## src/rtl/ifetch_unit_pkg.sv

```systemverilog
`default_nettype none
// ============================================================================
//  Module   : ifetch_unit_pkg
//  Purpose  : Shared widths, the prefetch entry type and the PC increment
//             helper for the instruction fetch stage.
//  Contents : RW (address width), I_SIZE (instruction width),
//             fetch_entry_t {pc, instr}, pc_incr()
//  Revision : 1.0 - initial release
// ============================================================================
package ifetch_unit_pkg;

    localparam int RW     = 16;
    localparam int I_SIZE = 32;

    typedef struct packed {
        logic [RW-1:0]     pc;
        logic [I_SIZE-1:0] instr;
    } fetch_entry_t;

    // Word-address increment; wraps 16'hFFFF -> 16'h0000 by width truncation.
    function automatic logic [RW-1:0] pc_incr(input logic [RW-1:0] pc);
        return pc + RW'(1);
    endfunction

endpackage
`default_nettype wire

```

## src/rtl/ifetch_unit_if.sv

```systemverilog
`default_nettype none
// ============================================================================
//  Module   : ifetch_unit_if
//  Purpose  : Fetch-to-icache request/response bundle.
//  Signals  : mem_req         fetch enabled
//             mem_addr        request word address, held until ack
//             mem_ppl_submit  one-cycle request submit pulse
//             mem_cache_flush invalidate all icache lines
//             mem_ack         mem_data valid this cycle
//             mem_data        returned instruction
//  Modports : master (fetch unit), slave (icache)
//  Revision : 1.0 - initial release
// ============================================================================
interface ifetch_unit_if;
    import ifetch_unit_pkg::*;

    logic              mem_req;
    logic [RW-1:0]     mem_addr;
    logic              mem_ppl_submit;
    logic              mem_cache_flush;
    logic              mem_ack;
    logic [I_SIZE-1:0] mem_data;

    modport master (
        output mem_req, mem_addr, mem_ppl_submit, mem_cache_flush,
        input  mem_ack, mem_data
    );

    modport slave (
        input  mem_req, mem_addr, mem_ppl_submit, mem_cache_flush,
        output mem_ack, mem_data
    );

endinterface
`default_nettype wire

```

## src/rtl/ifetch_unit_fifo.sv

```systemverilog
`default_nettype none
// ============================================================================
//  Module   : ifetch_unit_fifo
//  Purpose  : Synchronous prefetch FIFO of {pc, instr}. Head entry is read
//             straight from registered storage (no write-to-read bypass).
//             Clear has priority over push and pop.
//  Ports    : i_clk, i_rst         clock, synchronous active-high reset
//             i_push, i_wdata      write an entry (ignored when full)
//             i_pop                retire head entry (ignored when empty)
//             i_clear              drop all entries
//             o_rdata              head entry
//             o_count, o_empty     occupancy
//  Revision : 1.0 - initial release
// ============================================================================
module ifetch_unit_fifo #(
    parameter int DEPTH = 2,
    parameter int WIDTH = 48
) (
    input  wire logic                       i_clk,
    input  wire logic                       i_rst,
    input  wire logic                       i_push,
    input  wire logic [WIDTH-1:0]           i_wdata,
    input  wire logic                       i_pop,
    input  wire logic                       i_clear,
    output logic      [WIDTH-1:0]           o_rdata,
    output logic      [$clog2(DEPTH):0]     o_count,
    output logic                            o_empty
);

    localparam int c_AW = $clog2(DEPTH);
    localparam int c_CW = $clog2(DEPTH) + 1;

    logic [WIDTH-1:0] r_mem [DEPTH];
    logic [c_AW-1:0]  r_wptr;
    logic [c_AW-1:0]  r_rptr;
    logic [c_CW-1:0]  r_count;

    logic w_full;
    logic w_do_push;
    logic w_do_pop;

    assign o_empty   = (r_count == '0);
    assign w_full    = (r_count == c_CW'(DEPTH));
    assign w_do_push = i_push & ~w_full;
    assign w_do_pop  = i_pop & ~o_empty;

    // Storage needs no reset: entries are only visible through the pointers.
    always_ff @(posedge i_clk) begin
        if (w_do_push) begin
            r_mem[r_wptr] <= i_wdata;
        end
    end

    // DEPTH is a power of two, so the pointers wrap by truncation.
    always_ff @(posedge i_clk) begin
        if (i_rst || i_clear) begin
            r_wptr  <= '0;
            r_rptr  <= '0;
            r_count <= '0;
        end else begin
            if (w_do_push) begin
                r_wptr <= r_wptr + c_AW'(1);
            end
            if (w_do_pop) begin
                r_rptr <= r_rptr + c_AW'(1);
            end
            case ({w_do_push, w_do_pop})
                2'b10:   r_count <= r_count + c_CW'(1);
                2'b01:   r_count <= r_count - c_CW'(1);
                default: r_count <= r_count;
            endcase
        end
    end

    assign o_rdata = r_mem[r_rptr];
    assign o_count = r_count;

endmodule
`default_nettype wire

```

## src/rtl/ifetch_unit.sv

```systemverilog
`default_nettype none
// ============================================================================
//  Module   : ifetch_unit
//  Purpose  : Instruction fetch stage in front of the icache. Owns the PC,
//             keeps at most one icache request outstanding, buffers returned
//             instructions in a prefetch FIFO and hands {pc, instr} to decode
//             on a valid/ready handshake. Redirects reload the PC, empty the
//             FIFO and kill any request still in flight.
//  Ports    : i_clk, i_rst                        clock, sync active-high reset
//             i_redirect, i_redirect_pc,
//             i_redirect_flush                    redirect (optionally flush)
//             o_valid, i_ready, o_instr, o_pc     decode handshake
//             mem (ifetch_unit_if.master)         icache request bus
//  Revision : 1.0 - initial release
// ============================================================================
module ifetch_unit
    import ifetch_unit_pkg::*;
#(
    parameter logic [15:0] RESET_PC   = 16'h0000,
    parameter int          FIFO_DEPTH = 2
) (
    input  wire logic              i_clk,
    input  wire logic              i_rst,
    input  wire logic              i_redirect,
    input  wire logic [RW-1:0]     i_redirect_pc,
    input  wire logic              i_redirect_flush,
    output logic                   o_valid,
    input  wire logic              i_ready,
    output logic      [I_SIZE-1:0] o_instr,
    output logic      [RW-1:0]     o_pc,
    ifetch_unit_if.master          mem
);

    localparam int c_CW = $clog2(FIFO_DEPTH) + 1;

    localparam logic [0:0] c_IDLE = 1'b0;
    localparam logic [0:0] c_WAIT = 1'b1;

    logic [0:0]      r_state;
    logic [0:0]      w_state_nxt;
    logic [RW-1:0]   r_pc;
    logic [RW-1:0]   r_addr;
    logic            r_kill;
    logic            r_req;

    logic [c_CW-1:0] w_count;
    logic            w_empty;
    logic [c_CW-1:0] w_inflight;
    logic            w_credit;
    logic            w_issue;
    logic            w_ack;
    logic            w_push;
    logic            w_pop;
    fetch_entry_t    w_push_entry;
    fetch_entry_t    w_head;

    // Credit uses the current occupancy only; a pop this cycle frees a slot
    // from the next cycle on.
    assign w_inflight = w_count + c_CW'(r_state == c_WAIT);
    assign w_credit   = (w_inflight < c_CW'(FIFO_DEPTH));

    // A redirect cycle never issues: the new PC is only valid next cycle.
    assign w_issue = (r_state == c_IDLE) & r_req & ~i_rst & ~i_redirect & w_credit;

    // Acks are only meaningful while a request is outstanding; anything
    // arriving in IDLE (e.g. a late reply across a reset) is ignored.
    assign w_ack  = (r_state == c_WAIT) & mem.mem_ack;
    assign w_push = w_ack & ~r_kill & ~i_redirect;
    assign w_pop  = o_valid & i_ready;

    assign w_push_entry = '{pc: r_addr, instr: mem.mem_data};

    // ---------------- FSM: state register ----------------
    always_ff @(posedge i_clk) begin
        if (i_rst) begin
            r_state <= c_IDLE;
        end else begin
            r_state <= w_state_nxt;
        end
    end

    // ---------------- FSM: next state ----------------
    // A redirect in WAIT without an ack stays in WAIT; the kill flag
    // swallows the reply when it eventually arrives.
    always_comb begin
        w_state_nxt = r_state;
        case (r_state)
            c_IDLE:  if (w_issue)      w_state_nxt = c_WAIT;
            c_WAIT:  if (mem.mem_ack)  w_state_nxt = c_IDLE;
            default: w_state_nxt = c_IDLE;
        endcase
    end

    // ---------------- FSM: outputs ----------------
    always_comb begin
        mem.mem_req         = r_req;
        mem.mem_ppl_submit  = w_issue;
        mem.mem_addr        = (r_state == c_WAIT) ? r_addr : r_pc;
        mem.mem_cache_flush = i_redirect & i_redirect_flush & ~i_rst;
    end

    // ---------------- PC, held request address, kill flag ----------------
    always_ff @(posedge i_clk) begin
        if (i_rst) begin
            r_pc   <= RESET_PC;
            r_addr <= RESET_PC;
            r_kill <= 1'b0;
            r_req  <= 1'b0;
        end else begin
            r_req <= 1'b1;

            if (i_redirect) begin
                r_pc <= i_redirect_pc;
            end else if (w_issue) begin
                r_pc <= pc_incr(r_pc);
            end

            if (w_issue) begin
                r_addr <= r_pc;
            end

            // An ack coinciding with the redirect is dropped directly, so the
            // flag is only armed when the reply is still to come.
            if (w_ack) begin
                r_kill <= 1'b0;
            end else if (i_redirect && (r_state == c_WAIT)) begin
                r_kill <= 1'b1;
            end
        end
    end

    ifetch_unit_fifo #(
        .DEPTH (FIFO_DEPTH),
        .WIDTH ($bits(fetch_entry_t))
    ) u_fifo (
        .i_clk   (i_clk),
        .i_rst   (i_rst),
        .i_push  (w_push),
        .i_wdata (w_push_entry),
        .i_pop   (w_pop),
        .i_clear (i_redirect),
        .o_rdata (w_head),
        .o_count (w_count),
        .o_empty (w_empty)
    );

    assign o_valid = ~w_empty;
    assign o_pc    = w_head.pc;
    assign o_instr = w_head.instr;

endmodule
`default_nettype wire

```

## src/flat_wrapper.sv

```systemverilog
// flat-port wrapper written by rule: the top's interface ports become plain ports
module ifetch_unit_flat import ifetch_unit_pkg::*;
#(
    parameter logic [15:0] RESET_PC   = 16'h0000,
    parameter int          FIFO_DEPTH = 2
)
  (i_clk, i_rst, i_redirect, i_redirect_pc, i_redirect_flush, o_valid, i_ready, o_instr, o_pc, mem_mem_req, mem_mem_addr, mem_mem_ppl_submit, mem_mem_cache_flush, mem_mem_ack, mem_mem_data);
  ifetch_unit_if mem_i ();
  input  wire logic i_clk;
  input  wire logic i_rst;
  input  wire logic i_redirect;
  input  wire logic [RW-1:0] i_redirect_pc;
  input  wire logic i_redirect_flush;
  output logic o_valid;
  input  wire logic i_ready;
  output logic      [I_SIZE-1:0] o_instr;
  output logic      [RW-1:0] o_pc;
  output wire logic [$bits(mem_i.mem_req)-1:0] mem_mem_req;
  output wire logic [$bits(mem_i.mem_addr)-1:0] mem_mem_addr;
  output wire logic [$bits(mem_i.mem_ppl_submit)-1:0] mem_mem_ppl_submit;
  output wire logic [$bits(mem_i.mem_cache_flush)-1:0] mem_mem_cache_flush;
  input wire logic [$bits(mem_i.mem_ack)-1:0] mem_mem_ack;
  input wire logic [$bits(mem_i.mem_data)-1:0] mem_mem_data;
  assign mem_mem_req = mem_i.mem_req;
  assign mem_mem_addr = mem_i.mem_addr;
  assign mem_mem_ppl_submit = mem_i.mem_ppl_submit;
  assign mem_mem_cache_flush = mem_i.mem_cache_flush;
  assign mem_i.mem_ack = mem_mem_ack;
  assign mem_i.mem_data = mem_mem_data;
  ifetch_unit #(.RESET_PC(RESET_PC), .FIFO_DEPTH(FIFO_DEPTH)) u_core (.i_clk(i_clk), .i_rst(i_rst), .i_redirect(i_redirect), .i_redirect_pc(i_redirect_pc), .i_redirect_flush(i_redirect_flush), .o_valid(o_valid), .i_ready(i_ready), .o_instr(o_instr), .o_pc(o_pc), .mem(mem_i));
endmodule
```

## config.mk

```make
export PLATFORM = sky130hd
export DESIGN_NAME = ifetch_unit_flat
export DESIGN_NICKNAME = d
export VERILOG_FILES = /design/src/rtl/ifetch_unit_pkg.sv /design/src/rtl/ifetch_unit_if.sv /design/src/rtl/ifetch_unit_fifo.sv /design/src/rtl/ifetch_unit.sv /design/src/flat_wrapper.sv
export SDC_FILE = /design/constraint.sdc
export NUM_CORES = 1
export LEC_CHECK = 0
export CORE_MARGIN = 1.5
export CORE_UTILIZATION = 35
export DETAILED_ROUTE_END_ITERATION = 8
export GPL_TIMING_DRIVEN = 0
export MAX_ROUTING_LAYER = met4
export SETUP_SLACK_MARGIN = 0.1
export SYNTH_ARGS = -nofsm -noshare
export SYNTH_HDL_FRONTEND = slang
export SYNTH_HIERARCHICAL = 1
export SYNTH_SLANG_ARGS = --single-unit
```

## constraint.sdc

```tcl
create_clock -name i_clk -period 6.1 [get_ports i_clk]
set_input_delay 0.61 -clock i_clk [delete_from_list [all_inputs] [get_ports i_clk]]
set_output_delay 0.61 -clock i_clk [all_outputs]
set_load 0.02 [all_outputs]
```

==> impl_metrics.ini <==
[synthesis]
ys_seq_area_share_pct = 65.91
synthTopCellsByArea = edfxtp_1 (52%), dfxtp_1 (14%), mux2_2 (12%)
syn-num-nets = 459
async_reset_ff_share_pct = 0
syn_area_per_cell_um2 = 13.87
netlist_instances = 403
yosysUniqueCellTypes = 48
synth-edff-count = 96
synth.top_cell.area_share_pct = 51.58
syn-cell-area_um2 = 5589
synth_top_cell_by_area = edfxtp_1
yosys_register_bits = 136
synthFlopType = edfxtp_1
yosysWarnings = 6

[setup_path]
cp.arrival_ns = 2.87
path_common_cell = clkdlybuf4s50_1
crit_slowest_cell = clkdlybuf4s50_1
end_kind = primary output
crit_chain = clkdlybuf4s50_1 > clkbuf_1 > nor3_4 > buf_2 > clkdlybuf4s50_1
worst-setup-path-type = primary input to primary output
crit_required_ns = 5.49
slowest_delay_ns = 0.66
worstPathMaxFanout = 10
cp-start-kind = primary input

[sta]
finalSetupTns_ns = 0
slew_headroom_pct = 58.61
post-route-min-period_ns = 3.481
rsz0062_at_grt = no
fin_skew_ns = 0.009740
fmax_ghz = 0.2873
timing_worst_slew_pin_value_ns = 0.6194
slew_viol_final = 0
final_hold_viol_count = 0
post-route-period-util_pct = 57.07
whs_ns = 0.4787
setup_viol = 0

[route]
drt_wl_total_mm = 12.74
wl_per_cell_um = 16.47
drt_first_iter_violations = 198
ant_nets = 0
drc = 0
viasPerCell = 4.690
vias = 3630
dr.pass1.iters = 4

[cts]
root_buffer = clkbuf_16
post_cts_resized = 0
cts_buffer_depth = 2
clk_pin_slew_ns = 0.06
clk_latency_ns = 0.41
cts_tree = yes
postCtsSetupRepairBufs = 0
cts_buffers = 17
cts.sinks = 136
hold_buffers = 0
htree_levels = 4

[die]
dieHeight_um = 129.4
ioPinCount = 122
coreArea_um2 = 15710
dieArea_um2 = 16740
rows = 46
initial_core_util_pct = 35.57
die_x_um = 129.4

[power_and_ir_drop]
pwr-share-seq_pct = 49.4
p_clk_share_pct = 43.5
powerDensity_nw_per_um2 = 270.1
irDropWorstVdd_mv = 0.2166
internal_power_mw = 1.628
power_frac_comb_pct = 7.1
power.share.switching_pct = 21.03
netSwitchingPower_mw = 0.4337
p_leak_nw = 2.653

[grt]
grt_max_degree = 41
grt_first_pass_wirelength_mm = 19.77
grt_overflow = 0
grt_antenna_before_repair = 0
grt_pass1_vias = 3666
gr-usage-all-layers_pct = 16.31

[placement]
port_buffers = 121
routabilityCongestion = 0.8831
dp_hpwl_mm = 8.900

[cells_and_area]
drive_gt1_share_pct = 18.64
num-fill-cells = 1367
antenna_cells = 0
syn_to_final_growth_pct = 36.62
final_util_pct = 48.60
nets = 601

[flow_run]
cap_viol_max_count = 0

[worst_hold_path]
hold_class = register to register

[outcome]
status = finished clean
synthesized netlist by cell type, types with 2 or more instances:
cell and instances:
nor2_1 18, a211oi_2 2, dfxtp_1 40, or2_2 2, a211oi_1 6, nor4_2 2
nor4_1 5, o21ai_0 8, edfxtp_1 96, xor2_1 2, mux2i_1 6, xnor2_1 11
a21oi_1 6, o211ai_1 14, inv_1 11, nor3_4 2, nor2b_1 2, nand2b_1 2
ha_1 2, nor3_1 7, buf_2 4, buf_4 2, nand2_1 47, buf_6 3
o211a_1 2, and2_1 2, mux2_2 59, or3_1 4, clkbuf_1 12, nand3_1 6
critical path, delay by kind of cell:
kind                   cells  cell delay [ns]
buffers and inverters      4             1.72
and+or+nand+nor            1             0.53
through the flow:
stage | setup WS [ns] | total power [mW] | cells | cell area [um2]
global placement | 0.1825 | 1.181 | 740 | 7071
floorplan | 2.212 | 1.101 | 403 | 5589
detailed placement | 2.630 | 1.184 | 742 | 7118
CTS | 2.624 | 2.084 | 774 | 7636
finish | 2.619 | 2.062 | 774 | 7636
global route | 2.511 | 2.133 | 774 | 7636
layer usage:
metal | global-route usage [%] | wire (um) | up-vias
li1 | - | - | 1786
met1 | 21.50 | 6201 | 1701
met2 | 24.59 | 5665 | 131
met3 | 3.551 | 720 | 12
met4 | 6.345 | 157 | 0
met5 | - | 0 | -
placed cells by master (no fill, tap or decap), types with 3 or more instances in the layout:
cell             instances
a211oi_1                 6
a21oi_1                  6
buf_2                    4
buf_6                    3
clkbuf_1                20
clkbuf_16               18
clkdlybuf4s50_1        121
clkinv_2                 4
dfxtp_1                 40
edfxtp_1                96
inv_1                   10
mux2_2                  59
mux2i_1                  6
nand2_1                 47
nand3_1                  6
nor2_1                  17
nor3_1                   7
nor4_1                   5
o211ai_1                14
o21ai_0                  8
or3_1                    4
xnor2_1                 11
power groups by stage:
stage	clock network (mW)	registers, mW	logic, mW
floorplan	0	1.03	0.0684
global placement	0	1.04	0.144
detailed placement	0	1.04	0.146
CTS	0.918	1.02	0.147
global route	0.955	1.02	0.157
finish	0.897	1.02	0.146
registers in the layout, indices dropped and copies added, names as in the netlist, 2 cells and up, named ones only:
register               cells
u_core/u_fifo/r_mem       96
u_core/u_fifo/o_count      2
u_core/r_pc               16
u_core/r_addr             16
final cells by class:
type | count | area [um2] | share of cell area (%)
plain buffers | 22 | 117.6 | 1.540
clock buffers | 27 | 494.2 | 6.472
clock inverters | 5 | 23.77 | 0.3113
inverters | 11 | 41.29 | 0.5407
multi-input cells | 234 | 1754 | 22.97
flip-flops and latches | 136 | 3684 | 48.24
well taps | 216 | 270.3 | 3.539
repair buffers | 123 | 1251 | 16.39
cell families after synthesis:
kind of cell    Yosys count  synth area share, %
compound gates           46                5.933
xor+xnor                 13                2.037
fa+ha+maj                 2               0.4477
buf+inv                  33                2.843
flops                   136                65.91
mux                      65                12.96
simple gates            108                9.872
path summary, 6_finish.rpt:
path,slack [ns],cells after the start,endpoint,startpoint
worst min-delay path,0.48,2,u_core/r_addr[14],u_core/r_pc[14]
worst min register to register,0.48,2,u_core/r_addr[14],u_core/r_pc[14]
worst max-delay path,2.62,5,mem_mem_ppl_submit,i_redirect
worst max register to register,3.46,7,u_core/u_fifo/r_mem[1][25],u_core/r_state
Power figures use the tool's default switching activity.
